File: src/rtl/maindec_pkg.sv
// Shared types and constants for the multicycle LEGv8 main decoder.
// The optional exception/halt logic in maindec_mc is enabled by MAINDEC_EXC_EN.
package maindec_pkg;

    typedef enum logic [3:0] {
        S_FETCH    = 4'd0,
        S_DECODE   = 4'd1,
        S_EXEC_R   = 4'd2,
        S_EXEC_I   = 4'd3,
        S_ALU_WB   = 4'd4,
        S_MEM_ADDR = 4'd5,
        S_MEM_RD   = 4'd6,
        S_MEM_WB   = 4'd7,
        S_MEM_WR   = 4'd8,
        S_CBR      = 4'd9,
        S_UBR      = 4'd10,
        S_ILLEGAL  = 4'd11,
        S_HALT     = 4'd12
    } state_t;

    typedef enum logic [2:0] {
        OC_R, OC_I, OC_LD, OC_ST, OC_CB, OC_B, OC_ILL
    } opclass_t;

    localparam logic [10:0] OP_ADD  = 11'b10001011000;
    localparam logic [10:0] OP_SUB  = 11'b11001011000;
    localparam logic [10:0] OP_AND  = 11'b10001010000;
    localparam logic [10:0] OP_ORR  = 11'b10101010000;
    localparam logic [10:0] OP_LDUR = 11'b11111000010;
    localparam logic [10:0] OP_STUR = 11'b11111000000;

    // Masked classes: compare (op & MASK) against the pattern with don't-cares zeroed
    localparam logic [10:0] MASK_I  = 11'b11111111110;
    localparam logic [10:0] OP_ADDI = 11'b10010001000;
    localparam logic [10:0] OP_SUBI = 11'b11010001000;
    localparam logic [10:0] MASK_CB = 11'b11111110000;
    localparam logic [10:0] OP_CB   = 11'b10110100000;
    localparam logic [10:0] MASK_B  = 11'b11111100000;
    localparam logic [10:0] OP_B    = 11'b00010100000;

    localparam logic [1:0] ALUOP_ADD   = 2'b00;
    localparam logic [1:0] ALUOP_PASSB = 2'b01;
    localparam logic [1:0] ALUOP_FUNCT = 2'b10;

    localparam logic [1:0] EXC_NONE    = 2'b00;
    localparam logic [1:0] EXC_ILLEGAL = 2'b01;
    localparam logic [1:0] EXC_TIMEOUT = 2'b10;

endpackage

File: src/rtl/op_classify.sv
// Combinational opcode classifier: maps the 11-bit LEGv8 opcode to an opclass_t.
module op_classify
    import maindec_pkg::*;
#(
    parameter int unsigned OP_W = 11
) (
    input  logic [OP_W-1:0] i_op,
    output opclass_t        o_class
);

    always_comb begin
        o_class = OC_ILL;
        if (i_op == OP_ADD || i_op == OP_SUB || i_op == OP_AND || i_op == OP_ORR)
            o_class = OC_R;
        else if ((i_op & MASK_I) == OP_ADDI || (i_op & MASK_I) == OP_SUBI)
            o_class = OC_I;
        else if (i_op == OP_LDUR)
            o_class = OC_LD;
        else if (i_op == OP_STUR)
            o_class = OC_ST;
        else if ((i_op & MASK_CB) == OP_CB)
            o_class = OC_CB;
        else if ((i_op & MASK_B) == OP_B)
            o_class = OC_B;
    end

endmodule

File: src/rtl/maindec_mc.sv
// Moore control FSM for the multicycle LEGv8 datapath (FETCH/DECODE/EXEC/MEM/WB).
// Define MAINDEC_EXC_EN for illegal-opcode halt and bounded memory waits.
module maindec_mc
    import maindec_pkg::*;
#(
    parameter int unsigned OP_W        = 11,
    parameter int unsigned ALUOP_W     = 2,
    parameter int unsigned MEM_TIMEOUT = 16
) (
    input  logic               clk,
    input  logic               reset_n,
    input  logic [OP_W-1:0]    Op,
    input  logic               instr_valid,
    input  logic               dmem_ready,
    output logic               IRWrite,
    output logic               PCWrite,
    output logic               Reg2Loc,
    output logic               ALUSrc,
    output logic               MemtoReg,
    output logic               RegWrite,
    output logic               MemRead,
    output logic               MemWrite,
    output logic               Branch,
    output logic               BranchNZ,
    output logic               Uncond,
    output logic [ALUOP_W-1:0] ALUOp,
    output logic               Exc,
    output logic [1:0]         ExcCode
);

    state_t          r_state;
    state_t          w_next;
    logic [OP_W-1:0] r_op;
    opclass_t        w_class;
    logic            w_mem_wait;

    op_classify #(.OP_W(OP_W)) u_classify (
        .i_op    (r_op),
        .o_class (w_class)
    );

    assign w_mem_wait = (r_state == S_MEM_RD || r_state == S_MEM_WR) && !dmem_ready;

`ifdef MAINDEC_EXC_EN
    localparam int unsigned WAIT_W = (MEM_TIMEOUT > 1) ? $clog2(MEM_TIMEOUT) : 1;
    logic [WAIT_W-1:0] r_wait;
    logic [1:0]        r_exc_code;
    logic              w_tmo;

    assign w_tmo   = w_mem_wait && (r_wait == WAIT_W'(MEM_TIMEOUT - 1));
    assign ExcCode = r_exc_code;

    always_ff @(posedge clk or negedge reset_n) begin
        if (!reset_n) begin
            r_wait     <= '0;
            r_exc_code <= EXC_NONE;
        end else begin
            r_wait <= (w_mem_wait && !w_tmo) ? r_wait + 1'b1 : '0;
            if (r_state == S_ILLEGAL)
                r_exc_code <= EXC_ILLEGAL;
            else if (w_tmo)
                r_exc_code <= EXC_TIMEOUT;
        end
    end
`else
    logic w_unused_cfg;
    assign w_unused_cfg = ^MEM_TIMEOUT;
    assign ExcCode      = '0;
`endif

    always_comb begin
        w_next = r_state;
        case (r_state)
            S_FETCH:    if (instr_valid) w_next = S_DECODE;
            S_DECODE: begin
                case (w_class)
                    OC_R:        w_next = S_EXEC_R;
                    OC_I:        w_next = S_EXEC_I;
                    OC_LD, OC_ST: w_next = S_MEM_ADDR;
                    OC_CB:       w_next = S_CBR;
                    OC_B:        w_next = S_UBR;
                    default:     w_next = S_ILLEGAL;
                endcase
            end
            S_EXEC_R, S_EXEC_I: w_next = S_ALU_WB;
            S_MEM_ADDR: w_next = (w_class == OC_ST) ? S_MEM_WR : S_MEM_RD;
            S_MEM_RD: begin
                if (dmem_ready) w_next = S_MEM_WB;
`ifdef MAINDEC_EXC_EN
                else if (w_tmo) w_next = S_HALT;
`endif
            end
            S_MEM_WR: begin
                if (dmem_ready) w_next = S_FETCH;
`ifdef MAINDEC_EXC_EN
                else if (w_tmo) w_next = S_HALT;
`endif
            end
`ifdef MAINDEC_EXC_EN
            S_ILLEGAL:  w_next = S_HALT;
            S_HALT:     w_next = S_HALT;
`endif
            default:    w_next = S_FETCH;
        endcase
    end

    always_ff @(posedge clk or negedge reset_n) begin
        if (!reset_n) begin
            r_state <= S_FETCH;
            r_op    <= '0;
        end else begin
            r_state <= w_next;
            if (r_state == S_FETCH && instr_valid)
                r_op <= Op;
        end
    end

    always_comb begin
        IRWrite  = 1'b0;
        PCWrite  = 1'b0;
        Reg2Loc  = 1'b0;
        ALUSrc   = 1'b0;
        MemtoReg = 1'b0;
        RegWrite = 1'b0;
        MemRead  = 1'b0;
        MemWrite = 1'b0;
        Branch   = 1'b0;
        BranchNZ = 1'b0;
        Uncond   = 1'b0;
        ALUOp    = ALUOP_W'(ALUOP_ADD);
        Exc      = 1'b0;
        case (r_state)
            // Gated by reset_n so IRWrite stays low while reset holds state at FETCH
            S_FETCH:  IRWrite = instr_valid & reset_n;
            S_EXEC_R: ALUOp = ALUOP_W'(ALUOP_FUNCT);
            S_EXEC_I: begin
                ALUSrc = 1'b1;
                ALUOp  = ALUOP_W'(ALUOP_FUNCT);
            end
            S_ALU_WB: begin
                ALUSrc   = (w_class == OC_I);
                ALUOp    = ALUOP_W'(ALUOP_FUNCT);
                RegWrite = 1'b1;
                PCWrite  = 1'b1;
            end
            S_MEM_ADDR: begin
                ALUSrc  = 1'b1;
                Reg2Loc = (w_class == OC_ST);
            end
            S_MEM_RD: begin
                ALUSrc  = 1'b1;
                MemRead = 1'b1;
            end
            S_MEM_WB: begin
                MemtoReg = 1'b1;
                MemRead  = 1'b1;
                RegWrite = 1'b1;
                PCWrite  = 1'b1;
            end
            S_MEM_WR: begin
                Reg2Loc  = 1'b1;
                ALUSrc   = 1'b1;
                MemWrite = 1'b1;
                PCWrite  = dmem_ready;
            end
            S_CBR: begin
                Reg2Loc  = 1'b1;
                ALUOp    = ALUOP_W'(ALUOP_PASSB);
                Branch   = 1'b1;
                BranchNZ = r_op[3];
                PCWrite  = 1'b1;
            end
            S_UBR: begin
                Uncond  = 1'b1;
                Branch  = 1'b1;
                PCWrite = 1'b1;
            end
`ifdef MAINDEC_EXC_EN
            S_HALT:    Exc = 1'b1;
`else
            S_ILLEGAL: PCWrite = 1'b1;
`endif
            default: ;
        endcase
    end

endmodule

File: config.mk
export PLATFORM = sky130hd
export DESIGN_NAME = maindec_mc
export DESIGN_NICKNAME = d
export VERILOG_FILES = /design/src/rtl/maindec_pkg.sv /design/src/rtl/op_classify.sv /design/src/rtl/maindec_mc.sv
export SDC_FILE = /design/constraint.sdc
export NUM_CORES = 1
export LEC_CHECK = 0
export CORE_MARGIN = 8
export CORE_UTILIZATION = 49
export CTS_BUF_LIST = sky130_fd_sc_hd__clkbuf_8 sky130_fd_sc_hd__clkbuf_16
export CTS_CLUSTER_DIAMETER = 80
export DETAILED_ROUTE_END_ITERATION = 8
export PLACE_DENSITY_LB_ADDON = 0.08
export SYNTH_ARGS = -nofsm -noshare
export SYNTH_HDL_FRONTEND = slang
export SYNTH_SLANG_ARGS = --single-unit
File: constraint.sdc
create_clock -name clk -period 3.5 [get_ports clk]
set_input_delay 0.35 -clock clk [delete_from_list [all_inputs] [get_ports clk]]
set_output_delay 0.35 -clock clk [all_outputs]
set_load 0.02 [all_outputs]
After elaboration in Yosys (flattened, before gate mapping). Cells that the tools add are included.

Flip-flop bits (word level): 15. Input bits: 15.

Equality and inequality tests: 29. Mux-type cells: 24. Bitwise logic cells: 1. Reduce and logical (&&, ||, !) cells: 17.

Operators with widths (number): $eq A11 B11 Y1 const B (6); $pmux W4 S6 (1); $eq A10 B10 Y1 const B (2); $pmux W4 S5 (1); $eq A4 B3 Y1 const B (4); $eq A4 B4 Y1 const B (4); $mux W4 (4); $mux W3 (5); $reduce_or A2 Y1 (6); $eq A4 B2 Y1 const B (2); $mux W1 (8); $eq A7 B7 Y1 const B (1); $eq A3 B2 Y1 const B (2); $eq A3 B3 Y1 const B (2); $eq A6 B3 Y1 const B (1); $ne A2 B2 Y1 const B (3); $pmux W1 S2 (3); $reduce_or A5 Y1 (1); $eq A4 B1 Y1 const B (1); $logic_not A4 Y1 (1); $logic_or A1 B1 Y1 (4); $pmux W2 S2 (1); $reduce_or A4 Y1 (1); $eq A3 B1 Y1 const B (1); 6 further kinds (6).

Logic depth before layout (Yosys ltp). Gate-level depths: netlist of the first run.

Depth after elaboration: 11. Mapped depth: 6. Gate-level depth less buffers: 5.

Cells and area by module. From an unflattened synthesis of the first run, not the netlist that was laid out.

Cell total of the unflattened synthesis: 113. Area total of the unflattened synthesis: 1117.3 sq um.

Modules (own cells, without submodules): maindec_mc (instances 1, cells each 95, area each 982.2 sq um); op_classify (instances 1, cells each 18, area each 135.1 sq um).

Worst setup path before layout of the first run. Ideal clock, no wire load.

Path type: reg2out. From: register r_state[2]. To: output ALUSrc. Arrival time: 1.464 ns. Path slack: 1.686 ns. Stages on the path, launching flop included: 4. Path buffers: 1. Cell sequence: dfrtp_1 > buf_2 > xnor2_1 > o311ai_0.

Cells in the longest elaborated chain, start to end: 3. Elaborated cells between the ends (all ways): 7. Those cells by class: eq/ne: 5; mux: 1; reduce/logical: 1.

Ends and longest elaborated chain: start, declared (line maindec_mc.sv:31) `state_t r_state;`; start signal, assigned (line maindec_mc.sv:112) `r_state <= w_next;`; $eq A4 B3 Y1 (tied with other cells) (line maindec_mc.sv:132) `case (r_state)`; $reduce_or A4 Y1 (no line); $pmux W1 S2 * (line maindec_mc.sv:132); end, declared (line maindec_mc.sv:18) `output logic ALUSrc,`.

Mark *: on every way between the ends. The rest lies on a longest branch, timed or not.

Worst setup path after layout of the first run.
From: register r_op[5]. To: output ALUSrc.

Cells in the longest elaborated chain, start to end: 9. Elaborated cells between the ends (all ways): 22. Those cells by class: eq/ne: 11; mux: 7; reduce/logical: 4.

Ends and longest elaborated chain: start, declared (line maindec_mc.sv:33) `logic [OP_W-1:0] r_op;`; start signal, assigned (line maindec_mc.sv:114) `r_op <= Op;`; $eq A6 B3 Y1 (line op_classify.sv:23) `else if ((i_op & MASK_B) == OP_B)`; $mux W2 (line op_classify.sv:23); $mux W3 (line op_classify.sv:21) `else if ((i_op & MASK_CB) == OP_CB)`; $mux W3 (line op_classify.sv:19) `else if (i_op == OP_STUR)`; $mux W3 (line op_classify.sv:17) `else if (i_op == OP_LDUR)`; $mux W3 (line op_classify.sv:15) `else if ((i_op & MASK_I) == OP_ADDI || (i_op & MASK_I) == OP_SUBI)`; $mux W3 * (line op_classify.sv:13) `if (i_op == OP_ADD || i_op == OP_SUB || i_op == OP_AND || i_op == OP_ORR)`; $eq A3 B1 Y1 * (line maindec_mc.sv:141) `ALUSrc = (w_class == OC_I);`; $pmux W1 S2 * (line maindec_mc.sv:132).

Marks and branches as above.

==> impl_metrics.json, run 1 <==
{
  "post-layout-total-power_mw": 1.06,
  "cp.arrival_ns": 2.21,
  "max_cap_viol_count": 0,
  "largest_stage_delay_on_the_critical_path_ns": 0.67,
  "final_critical_path_setup_slack_ns": 0.938,
  "postSynthCellCount": 100,
  "stdcell_count": 154,
  "cells_along_the_critical_path": "or4b_4 -> nor2_2 -> o211ai_1 -> o311ai_0 -> clkdlybuf4s50_1",
  "routed-via-count": 811,
  "maxClockFrequency_mhz": 390,
  "proportion_of_power_drawn_by_combinational_gates": 0.515,
  "worstSkewPairLatency_ns": 0.24,
  "stdcell_area_um2": 1310,
  "synthDistinctLibCells": 40,
  "setup-tns-final_ns": 0,
  "routedWlPerCell_um": 14.2,
  "drt.antenna.violating_nets": 0,
  "detail_route.iter0.violations": 13,
  "fp.dieH_um": 60.9,
  "swShare": 0.421,
  "cts.sink_count": 15,
  "core.rowCount": 16,
  "grt_max_degree": 17,
  "peakVddDrop_mv": 0.460,
  "antenna_found_initial": 0,
  "place.detailed.instances": 150,
  "floorplan.die.width_um": 60.9,
  "ff_latch_area_um2": 375,
  "multiInputGateArea_um2": 549,
  "placeableCoreArea_um2": 1940,
  "hpwl_um": 1770,
  "groute.usage.overall": 0.122,
  "first_global_vias": 762,
  "via_to_cell_ratio": 5.27,
  "status": "completed",
  "initial_utilization": 0.509,
  "path_delay_family": "simple AND/OR/NAND/NOR gates",
  "cpMaxStageDelayCell": "sky130_fd_sc_hd__clkdlybuf4s50_1",
  "power.static_leakage_nw": 0.544,
  "grt_pass1_wl_um": 3390,
  "final.hold.worst_slack_ns": 0.417,
  "grt_overflow": 0,
  "place_ws_ns": 1.19,
  "placement.cell_area_um2": 1260,
  "share_clk_of_total_power": 0.124,
  "worstPathMaxFanout": 5,
  "post-synth-top-area-cell": "sky130_fd_sc_hd__dfrtp_1",
  "fraction_of_power_consumed_by_sequential_logic": 0.361,
  "cts_setup_buffers": 0,
  "worstSetupPathType": "reg2out",
  "timing.final.hold_violations": 0,
  "netlist_area_um2": 988,
  "final_core_utilization": 0.673,
  "numCtsBuffers": 3,
  "path_clk_slew_ns": 0.06,
  "synth_async_sr_flop_share": 1.00,
  "port_buffers": 27,
  "rsz0062_at_grt": "false",
  "period_minus_slack_ns": 2.56,
  "drt_drc_violations_left": 0,
  "num-fill-cells": 169,
  "p_per_area_nw_per_um2": 814,
  "cts_tree": "yes",
  "synth_seq_area_share": 0.380,
  "layout_worst_path_cycle_share": 0.732,
  "final_nets": 143,
  "setup_violations": 0,
  "gp_congestion": 0.936,
  "h-tree-depth": 1,
  "power_switching_mw": 0.448,
  "floorplan.die_area_um2": 3710,
  "timing.critical_path.required_ns": 3.15,
  "routed_wl_um": 2190,
  "critPathLaunchType": "flip-flop",
  "path_buf_inv": 1,
  "finalClockSkew_ns": 0.00485,
  "ys_ff_latch": 15,
  "post_cts_resized": 0,
  "clock_root_buffer": "sky130_fd_sc_hd__clkbuf_8",
  "synthToLayoutAreaGrowth_pct": 32.3,
  "synth_top_area_share": 0.380,
  "post_synth.cell_area_avg_um2": 9.88,
  "i_o_pin_count": 31,
  "intPower_mw": 0.616,
  "finalMaxSlewViolations": 0,
  "endpoint_kind": "output port",
  "ys.warnings.count": 0,
  "antenna_cells_inserted": 0,
  "ys.flop_type": "sky130_fd_sc_hd__dfrtp_1",
  "dr.pass1.iters": 4,
  "final_layout_size_suffix_gt1_frac": 0.134,
  "synth_enable_flop_cells": 0,
  "synth_area_leaders": "sky130_fd_sc_hd__dfrtp_1 38%, sky130_fd_sc_hd__mux2_1 10%, sky130_fd_sc_hd__nor2_1 4.6%",
  "cts-hold-fix-buffers": 0,
  "ctsLongestPathBuffers": 2,
  "hold_class": "in2async"
}
placed cells by master (no fill, tap or decap), types with 2 or more instances in the layout:
master and count:
sky130_fd_sc_hd__buf_4 2, sky130_fd_sc_hd__nor2b_1 3, sky130_fd_sc_hd__conb_1 3, sky130_fd_sc_hd__nand2b_1 3, sky130_fd_sc_hd__nor2_2 3, sky130_fd_sc_hd__nor2_1 12, sky130_fd_sc_hd__clkbuf_8 3, sky130_fd_sc_hd__and2_1 2
sky130_fd_sc_hd__nand3_1 5, sky130_fd_sc_hd__dfrtp_1 15, sky130_fd_sc_hd__mux2_1 9, sky130_fd_sc_hd__nand2_1 3, sky130_fd_sc_hd__clkdlybuf4s50_1 27, sky130_fd_sc_hd__mux2_2 2, sky130_fd_sc_hd__o21ai_0 2, sky130_fd_sc_hd__o211ai_1 2
sky130_fd_sc_hd__a21oi_1 4, sky130_fd_sc_hd__inv_1 6
final cells by class:
type / instances / area share
multi-input combinational: 74 / 0.420
sequential: 15 / 0.287
timing repair buffer: 29 / 0.218
clock buffer: 3 / 0.0316
tap: 27 / 0.0258
inverter: 5 / 0.0144
clock inverter: 1 / 0.00287
cells in the mapped netlist (all sizes together), types with 3 or more instances:
cell	count
nor2b	3
nand2	3
mux2	11
buf	7
nand3	5
nand2b	3
a21oi	5
dfrtp	15
inv	5
nor2	15
flip-flops by register name, summed over array words and instances (netlist names):
signal / flops
r_op: 11
r_state: 4
routing by layer:
metal | global-route usage | share of wire | wire (µm) | up-vias
met3 | 0.0254 | 0.073 | 159 | 7
li1 | - | - | - | 405
met1 | 0.129 | 0.41 | 906 | 373
met4 | 0.0698 | 0.025 | 55 | 0
met5 | 0 | 0 | 0 | -
met2 | 0.217 | 0.49 | 1070 | 26
power by group through the flow:
stage,Combinational (mW),Clock [mW],Sequential (mW)
after floorplan,0.440,0,0.320
after global placement,0.536,0,0.383
after detailed placement,0.551,0,0.387
after CTS,0.553,0.136,0.384
after global routing,0.595,0.142,0.402
final,0.548,0.132,0.384
worst paths after layout:
kind                       startpoint       to  slack [ns]  cells past startpoint
max reg2reg                r_state[1]  r_op[5]        1.98                      4
max                           r_op[5]   ALUSrc        0.94                      5
max in group asynchronous     reset_n  r_op[1]        2.90                      2
min reg2reg                   r_op[0]  r_op[0]        0.52                      1
min                           reset_n  r_op[8]        0.42                      2
min in group clk              r_op[0]  r_op[0]        0.52                      1
kinds of logic (layout without fill, tap and decap cells):
group	Yosys count	in the layout	synth area share
xor gates and xnor gates	1	1	0.00886
AOI/OAI and AO/OA	19	19	0.153
other	1	3	0.00379
muxes	12	12	0.135
buffers and inverters	13	38	0.0721
and+or+nand+nor	39	39	0.247
DFF	15	15	0.380
(Power assumes the default switching activity.)
==> inputs of run 2 (changes only) <==
- CORE_UTILIZATION: 49 -> 41
- clock period: 3.5 -> 2.1 ns (I/O delays scaled with it)
==> run 2 against run 1 <==
  * Wire length up 8.2%
  * Critical path depth unchanged
  * Sequential share of layout area down 2.1 points
  * Cell area up 8.4%
  * Largest cell class unchanged
  * Highest routed layer unchanged
==> impl_metrics.json, run 2 (synthesis results as in run 1) <==
{
  "grt_overflow": 0,
  "critPathLaunchType": "flip-flop",
  "first_global_vias": 982,
  "antenna_cells_inserted": 0,
  "via_to_cell_ratio": 5.27,
  "largest_register_ff_count": 11,
  "ctsLongestPathBuffers": 2,
  "hpwl_um": 1930,
  "cts_tree": "yes",
  "num-fill-cells": 201,
  "routed_wl_um": 2370,
  "groute.usage.overall": 0.122,
  "endpoint_kind": "output port",
  "final.hold.worst_slack_ns": 0.311,
  "mostFrequentLayoutCells": "21 x sky130_fd_sc_hd__clkdlybuf4s50_1, 15 x sky130_fd_sc_hd__buf_4, 13 x sky130_fd_sc_hd__dfrtp_1",
  "final_core_utilization": 0.629,
  "drt_drc_violations_left": 0,
  "finalClockSkew_ns": 0.00246,
  "timing.final.hold_violations": 0,
  "maxClockFrequency_mhz": 504,
  "floorplan.die_area_um2": 4240,
  "clock_root_buffer": "sky130_fd_sc_hd__clkbuf_8",
  "port_buffers": 27,
  "biggest_register": "r_op",
  "path_clk_slew_ns": 0.06,
  "worstSkewPairLatency_ns": 0.24,
  "routed-via-count": 886,
  "numCtsBuffers": 3,
  "fp.dieH_um": 65.1,
  "cts.sink_count": 15,
  "critical_path.reg2reg.startpoint": "r_op[5]",
  "core.rowCount": 17,
  "layout_worst_path_cycle_share": 0.944,
  "worstPathMaxFanout": 4,
  "routedWlPerCell_um": 14.1,
  "initial_utilization": 0.438,
  "cp.arrival_ns": 1.77,
  "dr.pass1.iters": 4,
  "detail_route.iter0.violations": 26,
  "worstSetupPathType": "reg2out",
  "biggestRegsByFlops": "r_op: 11 flops, r_state: 4 flops",
  "floorplan.die.width_um": 65.1,
  "setup_violations": 0,
  "drt.antenna.violating_nets": 0,
  "h-tree-depth": 1,
  "finalMaxSlewViolations": 0,
  "period_minus_slack_ns": 1.98,
  "i_o_pin_count": 31,
  "crit_startpoint": "r_op[5]",
  "place_ws_ns": -0.0728,
  "power.static_leakage_nw": 0.665,
  "grt_pass1_wl_um": 4260,
  "placeableCoreArea_um2": 2250,
  "final_layout_size_suffix_gt1_frac": 0.250,
  "gp_congestion": 0.930,
  "max_cap_viol_count": 0,
  "hold_class": "in2async",
  "layout.cells.most_common": "sky130_fd_sc_hd__clkdlybuf4s50_1",
  "p_per_area_nw_per_um2": 1350,
  "cts_setup_buffers": 0,
  "peakVddDrop_mv": 0.792,
  "timing.critical_path.required_ns": 1.89,
  "grt_max_degree": 16,
  "rsz0062_at_grt": "false",
  "status": "completed",
  "final_critical_path_setup_slack_ns": 0.117,
  "synthToLayoutAreaGrowth_pct": 43.4,
  "final_nets": 156,
  "antenna_found_initial": 0
}
[run 2: changes by cell type in the layout (fill, tap and decap cells not counted), sizes merged]
| cell | before | now |
|---|---|---|
| dlygate4sd2 | 0 | 1 |
| clkbuf | 3 | 4 |
| buf | 2 | 16 |
| clkdlybuf4s50 | 27 | 21 |
| dlymetal6s2s | 0 | 3 |
[run 2: critical path, stage by stage (launching register included)]
cell                       delay, ns
sky130_fd_sc_hd__dfrtp_1        0.40
sky130_fd_sc_hd__or4b_4         0.55
sky130_fd_sc_hd__nor2_2         0.15
sky130_fd_sc_hd__o211ai_1       0.09
sky130_fd_sc_hd__o311ai_0       0.11
sky130_fd_sc_hd__buf_2          0.23
[run 2: worst paths after layout]
check                           depth (start not counted)          to  slack [ns]
worst max-delay path                                    5      ALUSrc        0.12
worst min-delay path                                    2    r_op[10]        0.31
worst max register to register                          5  r_state[3]        0.48
worst min register to register                          1    r_op[10]        0.56
max in group asynchronous                               2  r_state[0]        1.60
min in group clk                                        2     r_op[5]        0.55
[run 2: metrics by stage]
stage	instances	instance area (µm²)	TNS (ns)	total power, mW
floorplan	102	996	0	1.27
global route	168	1420	0	2.07
global placement	164	1360	-0.0436	1.68
CTS	168	1410	0	1.94
detailed placement	164	1360	-0.0728	1.71
finish	168	1420	0	1.92
[run 2: layer usage]
layer  part of all wire  GRT usage  vias to the layer above
li1                   -          -                      429
met1               0.42      0.132                      432
met2               0.51      0.215                       23
met3              0.067     0.0305                        2
met4             0.0067     0.0681                        0
met5                  0          0                        -
[run 2: layout make-up]
class                   instances  area, µm²  area share
multi-input cells              74        562       0.396
inverters                       5       18.8      0.0132
repair buffers                 42        379       0.267
flip-flops and latches         15        378       0.267
clock inverters                 1       3.75     0.00265
well taps                      28       35.0      0.0247
clock buffers                   3       41.3      0.0291
[run 2: repair_timing]
item / 4_1_cts / 5_1_grt
gates resized for setup: 9 / 8
hold buffers: 0 / 0
endpoints found under the setup margin: 7 / 6
[run 2: power breakdown]
| part | switching, mW | internal, mW | leakage [nW] | total (mW) |
|---|---|---|---|---|
| Clock | 0.0985 | 0.129 | 0.0269 | 0.228 |
| Combinational | 0.526 | 0.560 | 0.460 | 1.09 |
| Sequential | 0.170 | 0.437 | 0.179 | 0.607 |
| Total | 0.794 | 1.13 | 0.665 | 1.92 |
==> inputs of run 3 (changes only) <==
- CORE_UTILIZATION: 41 -> 43
- CTS_BUF_LIST: sky130_fd_sc_hd__clkbuf_8 sky130_fd_sc_hd__clkbuf_16 -> sky130_fd_sc_hd__clkbuf_2
- clock period: 2.1 -> 1.7 ns (I/O delays scaled with it)
==> run 3 against run 2 <==
  * The flow now finishes with violations (setup timing)
  * Via count grew 8.4%
  * Register-to-register slack got worse by 0.67 ns
  * Setup slack worse by 0.35 ns
  * Die area down 3.5%
  * Core utilization rose by 11 points
  * Cell area is 13% higher
==> impl_metrics.json, run 3 (synthesis results as in run 1) <==
{
  "ctsLongestPathBuffers": 2,
  "drt.antenna.violating_nets": 0,
  "peakVddDrop_mv": 1.09,
  "placeableCoreArea_um2": 2190,
  "biggestRegsByFlops": "r_op: 11 flops, r_state: 4 flops",
  "fraction_of_power_consumed_by_sequential_logic": 0.266,
  "rsz0062_at_grt": "true",
  "place.detailed.instances": 181,
  "groute.usage.overall": 0.143,
  "max_cap_viol_count": 0,
  "floorplan.die_area_um2": 4090,
  "cts-hold-fix-buffers": 0,
  "mostFrequentLayoutCells": "37 x sky130_fd_sc_hd__buf_4, 14 x sky130_fd_sc_hd__clkdlybuf4s50_1, 11 x sky130_fd_sc_hd__dfrtp_1",
  "first_global_vias": 1061,
  "clock_root_buffer": "sky130_fd_sc_hd__clkbuf_2",
  "largest_stage_delay_on_the_critical_path_ns": 0.56,
  "grt_pass1_wl_um": 4770,
  "finalClockSkew_ns": 0.00486,
  "antenna_cells_inserted": 0,
  "worstSkewPairLatency_ns": 0.27,
  "setup_violations": 4,
  "cts.sink_count": 15,
  "critPathLaunchType": "flip-flop",
  "wl_met3_um": 174,
  "core.rowCount": 17,
  "num-fill-cells": 167,
  "finalMaxSlewViolations": 0,
  "hpwl_um": 2190,
  "intPower_mw": 1.61,
  "i_o_pin_count": 31,
  "post-layout-total-power_mw": 2.74,
  "endpoint_kind": "output port",
  "stdcell_count": 191,
  "biggest_register": "r_op",
  "path_clk_slew_ns": 0.14,
  "largest_register_ff_count": 11,
  "fp.dieH_um": 63.9,
  "synthToLayoutAreaGrowth_pct": 62.7,
  "numCtsBuffers": 3,
  "routedWlPerCell_um": 14.8,
  "share_clk_of_total_power": 0.062,
  "cpMaxStageDelayCell": "sky130_fd_sc_hd__or4b_4",
  "power.static_leakage_nw": 0.745,
  "h-tree-depth": 1,
  "setup-tns-final_ns": -0.684,
  "layout_worst_path_cycle_share": 1.14,
  "dr.pass1.iters": 4,
  "routed-via-count": 960,
  "timing.critical_path.required_ns": 1.53,
  "via_to_cell_ratio": 5.03,
  "proportion_of_power_drawn_by_combinational_gates": 0.672,
  "grt_overflow": 0,
  "initial_utilization": 0.451,
  "status": "finished, violations left",
  "period_minus_slack_ns": 1.93,
  "crit_startpoint": "r_op[1]",
  "cts_tree": "yes",
  "final_critical_path_setup_slack_ns": -0.232,
  "ff_latch_area_um2": 380,
  "routed_wl_um": 2820,
  "worstSetupPathType": "reg2out",
  "grt_max_degree": 16,
  "antenna_found_initial": 0,
  "highest_layer": "met4",
  "hold_class": "in2async",
  "route.met2.wl_um": 1520,
  "violations": "setup timing",
  "final_nets": 179,
  "critical_path.reg2reg.startpoint": "r_op[1]",
  "maxClockFrequency_mhz": 518,
  "gp_congestion": 0.863,
  "route.layer.met1.wl_um": 1080,
  "floorplan.die.width_um": 63.9,
  "p_per_area_nw_per_um2": 1700,
  "worstPathMaxFanout": 2,
  "power_switching_mw": 1.13,
  "swShare": 0.413,
  "final_layout_size_suffix_gt1_frac": 0.479,
  "cp.arrival_ns": 1.76,
  "cells_along_the_critical_path": "or4b_4 -> nor2_4 -> o211ai_1 -> o311ai_1 -> buf_2",
  "drt_drc_violations_left": 0,
  "port_buffers": 27,
  "detail_route.iter0.violations": 37,
  "layout.cells.most_common": "sky130_fd_sc_hd__buf_4",
  "multiInputGateArea_um2": 612,
  "final_core_utilization": 0.734,
  "timing.final.hold_violations": 0
}
[run 3: worst max-delay path, delay by kind of cell, from the launching register on]
kind,cells,cell delay (ns)
buffers and inverters,1,0.22
AND/OR/NAND/NOR,2,0.67
flip-flops,1,0.41
AO/OA/AOI/OAI,2,0.19
[run 3: area by class of cell]
| type | count | area share |
|---|---|---|
| tap | 28 | 0.0218 |
| clock buffer | 4 | 0.0125 |
| sequential | 15 | 0.237 |
| multi-input combinational | 74 | 0.381 |
| timing repair buffer | 65 | 0.335 |
| inverter | 5 | 0.0132 |
[run 3: layer usage]
metal	track usage	up-vias
met5	0	-
met4	0.0557	0
met3	0.0401	4
met2	0.267	28
met1	0.146	451
li1	-	477
[run 3: path summary, 6_finish.rpt]
| path | endpoint | slack, ns | cells past startpoint |
|---|---|---|---|
| setup reg to reg | r_state[3] | -0.19 | 7 |
| hold reg to reg | r_op[8] | 0.59 | 1 |
| hold / removal | r_op[10] | 0.22 | 2 |
| setup / recovery | ALUSrc | -0.23 | 5 |
| max in group asynchronous | r_state[1] | 1.29 | 2 |
| min in group clk | r_op[0] | 0.47 | 2 |
[run 3: timing repair]
action / CTS / global route
cloned: 0 / 0
endpoints found under the setup margin: 13 / 21
pin swaps: 5 / 5
gates resized for setup: 45 / 26
setup buffers: 4 / 2
[run 3: power groups by stage]
stage                     registers (mW)  clock network [mW]  logic [mW]
final                              0.727               0.171        1.84
after global routing               0.744               0.203        2.00
after CTS                          0.707               0.178        1.71
after detailed placement           0.709                   0        1.67
after global placement             0.705                   0        1.64
after floorplan                    0.658                   0       0.906
[run 3: metrics by stage]
stage	hold slack, ns	area (µm²)	setup WS [ns]
floorplan	-0.126	996	0.0659
global placement	0.528	1490	-0.368
detailed placement	0.539	1490	-0.413
CTS	0.216	1550	-0.223
global route	0.214	1610	-0.314
finish	0.218	1610	-0.232
